## config.mk

```make
export PLATFORM = sky130hd
export DESIGN_NAME = pulse_measure
export DESIGN_NICKNAME = d
export VERILOG_FILES = /design/src/rtl/pulse_measure.sv
export SDC_FILE = /design/constraint.sdc
export NUM_CORES = 1
export LEC_CHECK = 0
export ABC_CLOCK_PERIOD_IN_PS = 4550
export CAP_MARGIN = 20
export CELL_PAD_IN_SITES_DETAIL_PLACEMENT = 1
export CELL_PAD_IN_SITES_GLOBAL_PLACEMENT = 1
export CORE_UTILIZATION = 40
export CTS_CLUSTER_DIAMETER = 150
export CTS_CLUSTER_SIZE = 10
export DETAILED_ROUTE_END_ITERATION = 8
export GPL_TIMING_DRIVEN = 0
export PLACE_DENSITY_LB_ADDON = 0.3
export SYNTH_ARGS = -nofsm -noshare
export SYNTH_HDL_FRONTEND = slang
export SYNTH_SLANG_ARGS = --single-unit
export TNS_END_PERCENT = 1
```

## constraint.sdc

```tcl
create_clock -name clock -period 4.55 [get_ports clock]
set_input_delay 0.455 -clock clock [delete_from_list [all_inputs] [get_ports clock]]
set_output_delay 0.455 -clock clock [all_outputs]
set_load 0.02 [all_outputs]
```

## src/rtl/pulse_measure.sv

```systemverilog
// Measures high and low width of each complete period of a sampled waveform,
// bounded by consecutive rising edges, with a one-cycle valid strobe per period.
module pulse_measure #(
  parameter int CW          = 16,
  parameter int NW          = 8,
  parameter int SYNC_STAGES = 2
) (
  input  logic          clock,
  input  logic          reset,
  input  logic          enable,
  input  logic          signal,
  output logic [CW-1:0] high_width,
  output logic [CW-1:0] low_width,
  output logic [NW-1:0] pulse_count,
  output logic          valid,
  output logic          overflow,
  output logic          busy
);

  typedef enum logic [1:0] {IDLE, HIGH, LOW} state_t;

  localparam logic [CW-1:0] CMAX = '1;

  logic sig_s;
  logic sig_d_q;
  logic rise;
  logic fall;

  generate
    if (SYNC_STAGES == 0) begin : g_nosync
      assign sig_s = signal;
    end else begin : g_sync
      logic [SYNC_STAGES-1:0] sync_q;
      logic [SYNC_STAGES:0]   shift_w;
      assign shift_w = {sync_q, signal};
      always_ff @(posedge clock) begin
        if (reset) sync_q <= '0;
        else       sync_q <= shift_w[SYNC_STAGES-1:0];
      end
      assign sig_s = sync_q[SYNC_STAGES-1];
    end
  endgenerate

  // Edge flop keeps sampling while disabled so a re-enable mid-high sees no rise.
  always_ff @(posedge clock) begin
    if (reset) sig_d_q <= 1'b0;
    else       sig_d_q <= sig_s;
  end

  assign rise = sig_s & ~sig_d_q;
  assign fall = ~sig_s & sig_d_q;

  state_t        state_q, state_d;
  logic [CW-1:0] hi_cnt_q, hi_cnt_d;
  logic [CW-1:0] lo_cnt_q, lo_cnt_d;
  logic [CW-1:0] hi_lat_q, hi_lat_d;
  logic          ovf_int_q, ovf_int_d;
  logic [CW-1:0] hw_q, hw_d;
  logic [CW-1:0] lw_q, lw_d;
  logic [NW-1:0] pc_q, pc_d;
  logic          valid_q, valid_d;
  logic          ovf_q, ovf_d;

  always_ff @(posedge clock) begin
    if (reset) begin
      state_q   <= IDLE;
      hi_cnt_q  <= '0;
      lo_cnt_q  <= '0;
      hi_lat_q  <= '0;
      ovf_int_q <= 1'b0;
      hw_q      <= '0;
      lw_q      <= '0;
      pc_q      <= '0;
      valid_q   <= 1'b0;
      ovf_q     <= 1'b0;
    end else begin
      state_q   <= state_d;
      hi_cnt_q  <= hi_cnt_d;
      lo_cnt_q  <= lo_cnt_d;
      hi_lat_q  <= hi_lat_d;
      ovf_int_q <= ovf_int_d;
      hw_q      <= hw_d;
      lw_q      <= lw_d;
      pc_q      <= pc_d;
      valid_q   <= valid_d;
      ovf_q     <= ovf_d;
    end
  end

  always_comb begin
    state_d   = state_q;
    hi_cnt_d  = hi_cnt_q;
    lo_cnt_d  = lo_cnt_q;
    hi_lat_d  = hi_lat_q;
    ovf_int_d = ovf_int_q;
    hw_d      = hw_q;
    lw_d      = lw_q;
    pc_d      = pc_q;
    ovf_d     = ovf_q;
    valid_d   = 1'b0;
    if (!enable) begin
      state_d   = IDLE;
      hi_cnt_d  = '0;
      lo_cnt_d  = '0;
      ovf_int_d = 1'b0;
    end else begin
      case (state_q)
        IDLE: begin
          if (rise) begin
            state_d   = HIGH;
            hi_cnt_d  = CW'(1);
            ovf_int_d = 1'b0;
          end
        end
        HIGH: begin
          if (fall) begin
            state_d  = LOW;
            hi_lat_d = hi_cnt_q;
            lo_cnt_d = CW'(1);
          end else if (sig_s) begin
            if (hi_cnt_q == CMAX) ovf_int_d = 1'b1;
            else                  hi_cnt_d  = hi_cnt_q + 1'b1;
          end
        end
        LOW: begin
          if (rise) begin
            hw_d      = hi_lat_q;
            lw_d      = lo_cnt_q;
            ovf_d     = ovf_int_q;
            valid_d   = 1'b1;
            pc_d      = pc_q + 1'b1;
            state_d   = HIGH;
            hi_cnt_d  = CW'(1);
            ovf_int_d = 1'b0;
          end else if (!sig_s) begin
            if (lo_cnt_q == CMAX) ovf_int_d = 1'b1;
            else                  lo_cnt_d  = lo_cnt_q + 1'b1;
          end
        end
        default: state_d = IDLE;
      endcase
    end
  end

  assign high_width  = hw_q;
  assign low_width   = lw_q;
  assign pulse_count = pc_q;
  assign valid       = valid_q;
  assign overflow    = ovf_q;
  assign busy        = (state_q != IDLE);

endmodule

```

==> impl_metrics.toml <==
[run_status]
status = "completed"

[drt]
drtAntennaViolNets = 0
drt_iter0_drc = 133
num_vias = 3724
dr.pass1.iters = 4
wl_per_cell_um = 15.59
drc_errors = 0
drt-vias-per-instance = 5.320
drt_wl_total_um = 10910

[timing]
finalSetupTns_ps = 0
hold_viol_final = 0
worstMarginPinSlew_ps = 859.9
rsz0062_at_grt = "no"
finalSetupViolations = 0
fin_ws_ps = 2098
clock_skew_ps = 9.971
fmax_mhz = 407.9
period_minus_slack_ps = 2452
period_share_pct = 53.88
maxSlewViolCount = 0
max_slew_margin_pct = 42.18

[yosys]
synthCells = 506
seq_area_frac_synth_pct = 46.32
async_reset_ff_share_pct = 0
synth_edf_count = 0
ys_types = 48
ys_seq_elements = 96
ys.flop_type = "dfxtp_1"
avgSynthCellArea_um2 = 8.200
synth_area_mm2 = 0.004149
yosys_warnings = 0
syn-num-nets = 517

[floorplan]
chipWidth_um = 103.8
initial_core_util_pct = 41.87
dieArea_mm2 = 0.01078
placementRows = 36
dieHeight_um = 103.8
core_area_mm2 = 0.009910
ios = 47

[pwr]
cellPowerDensity_mw_per_mm2 = 292.7
p_leak_nw = 1.658
vdd_drop_max_mv = 0.1241
p_total_mw = 1.452

[clock_network]
cts_resized = 0
clock-sinks = 96
cts.htree.levels = 3
clock-root-buffer = "clkbuf_8"
numCtsBuffers = 9
cts_tree = "done"
postCtsHoldBufs = 0
clkTransAtPathRegs_ps = 90
clk_latency_ps = 370
cts.path.max_buffers = 2
postCtsSetupRepairBufs = 0

[worst_setup_path]
end_kind = "flop"
cp-start-kind = "flop"
crit_type = "reg2reg"
crit_fanout = 10
reg2regPathDepth = 7
cp.required_ps = 4800
crit_arrival_ps = 2700

[global_routing]
grt_max_degree = 17
grt_use_total_pct = 21.19
grt_pass1_wl_um = 18490
grt.overflow.total = 0
first_global_vias = 3724
antenna_found_initial = 0

[final_layout]
drive_gt1_share_pct = 5.996
layout_commonest_cell = "nand2_1"
mostFrequentLayoutCells = "nand2_1 (112), dfxtp_1 (96), a21oi_1 (73)"
nets = 573
synthToLayoutAreaGrowth_pct = 19.54
antenna_cells = 0

[place]
dp_slack_ps = 2021
gp_congestion = 0.8351
io_buffers = 45
hpwl_um = 7992

[run]
maxCapViolations = 0

[min_path]
hold-path-cell-count = 2
hold_path.class = "reg2reg"
-- critical path: stages, from the launching register on --
cell	delay (ps)
dfxtp_1	350
inv_1	100
ha_1	180
buf_2	220
inv_1	150
o31ai_1	770
clkbuf_1	450
nor2_1	100
-- metal layers --
metal	up-vias	track usage, %	routed length [um]	share of wire (%)
met1	1800	29.38	5473	50
met4	0	8.878	140	1.3
li1	1854	-	-	-
met5	-	0	0	0
met3	13	2.958	330	3.0
met2	57	32.95	4967	46
-- cells in the mapped netlist (2+ instances only) --
| library cell | number | area share (%) |
|---|---|---|
| a21oi_1 | 73 | 8.8 |
| xnor2_1 | 3 | 0.63 |
| nand3_1 | 11 | 1.3 |
| mux2i_1 | 3 | 0.72 |
| and2_1 | 9 | 1.4 |
| inv_1 | 6 | 0.54 |
| nor3b_1 | 2 | 0.36 |
| o21ai_1 | 4 | 0.48 |
| nor3_1 | 2 | 0.24 |
| nor2_1 | 31 | 2.8 |
| a41oi_1 | 2 | 0.42 |
| o211ai_1 | 3 | 0.54 |
| o21ai_0 | 13 | 1.6 |
| dfxtp_1 | 96 | 46 |
| and3_1 | 12 | 1.8 |
| ha_1 | 7 | 2.1 |
| nand2b_1 | 3 | 0.45 |
| buf_2 | 8 | 0.97 |
| nand4_1 | 8 | 1.2 |
| o31ai_1 | 3 | 0.54 |
| clkbuf_1 | 23 | 2.1 |
| or3_1 | 10 | 1.5 |
| nand3_2 | 2 | 0.48 |
| and4_1 | 3 | 0.63 |
| nand2_1 | 112 | 10 |
| a31oi_1 | 7 | 1.1 |
| nor2b_1 | 7 | 1.1 |
| or4_1 | 2 | 0.36 |
| o2111ai_1 | 7 | 1.5 |
| xor2_1 | 16 | 3.4 |
-- report_power, final --
group	total, mW	leakage, nW	switching, mW	internal [mW]
Clock	0.571	0.0998	0.316	0.255
Combinational	0.0385	0.785	0.0280	0.0105
Sequential	0.842	0.773	0.00123	0.841
Total	1.45	1.66	0.345	1.11
-- stage by stage --
step / utilization [%] / instances / hold slack [ps] / area [um^2]
global placement: 48.09 / 684 / 443.2 / 4766
global route: 50.05 / 700 / 476.0 / 4960
detailed placement: 48.09 / 684 / 448.5 / 4766
finish: 50.05 / 700 / 459.3 / 4960
floorplan: - / 506 / 413.8 / 4149
CTS: 50.05 / 700 / 461.7 / 4960
-- cell families (layout without fill, tap and decap cells) --
kind of cell	count (synthesis)	after routing	synth area share, %
simple gates	224	224	26.18
compound gates	118	118	16.62
buf+inv	39	100	4.041
mux	3	3	0.7238
flops	96	96	46.32
fa+ha+maj	7	7	2.111
xor+xnor	19	19	4.011
-- final timing paths --
kind	from	to	slack [ps]
min reg2reg	hi_lat_q[4]	hi_lat_q[4]	460
max reg2reg	state_q[1]	lo_cnt_q[4]	2100
max	state_q[1]	lo_cnt_q[4]	2100
min	hi_lat_q[4]	hi_lat_q[4]	460
-- cell type report --
| class | count | area [um^2] |
|---|---|---|
| fillers | 1232 | 4950 |
| multi-input cells | 371 | 2059 |
| flip-flops and latches | 96 | 1922 |
| repair buffers | 45 | 450.4 |
| well taps | 133 | 166.4 |
| plain buffers | 33 | 145.1 |
| clock buffers | 9 | 123.9 |
| clock inverters | 7 | 70.07 |
| inverters | 6 | 22.52 |
-- flip-flops by register name (all words and copies together) (netlist names) --
name / cells
overflow: 1
lo_cnt_q: 16
hi_lat_q: 16
ovf_int_q: 1
state_q: 2
sig_d_q: 1
low_width: 16
hi_cnt_q: 16
pulse_count: 8
g_sync.sync_q: 2
high_width: 16
valid: 1
Power figures use the tool's default switching activity.
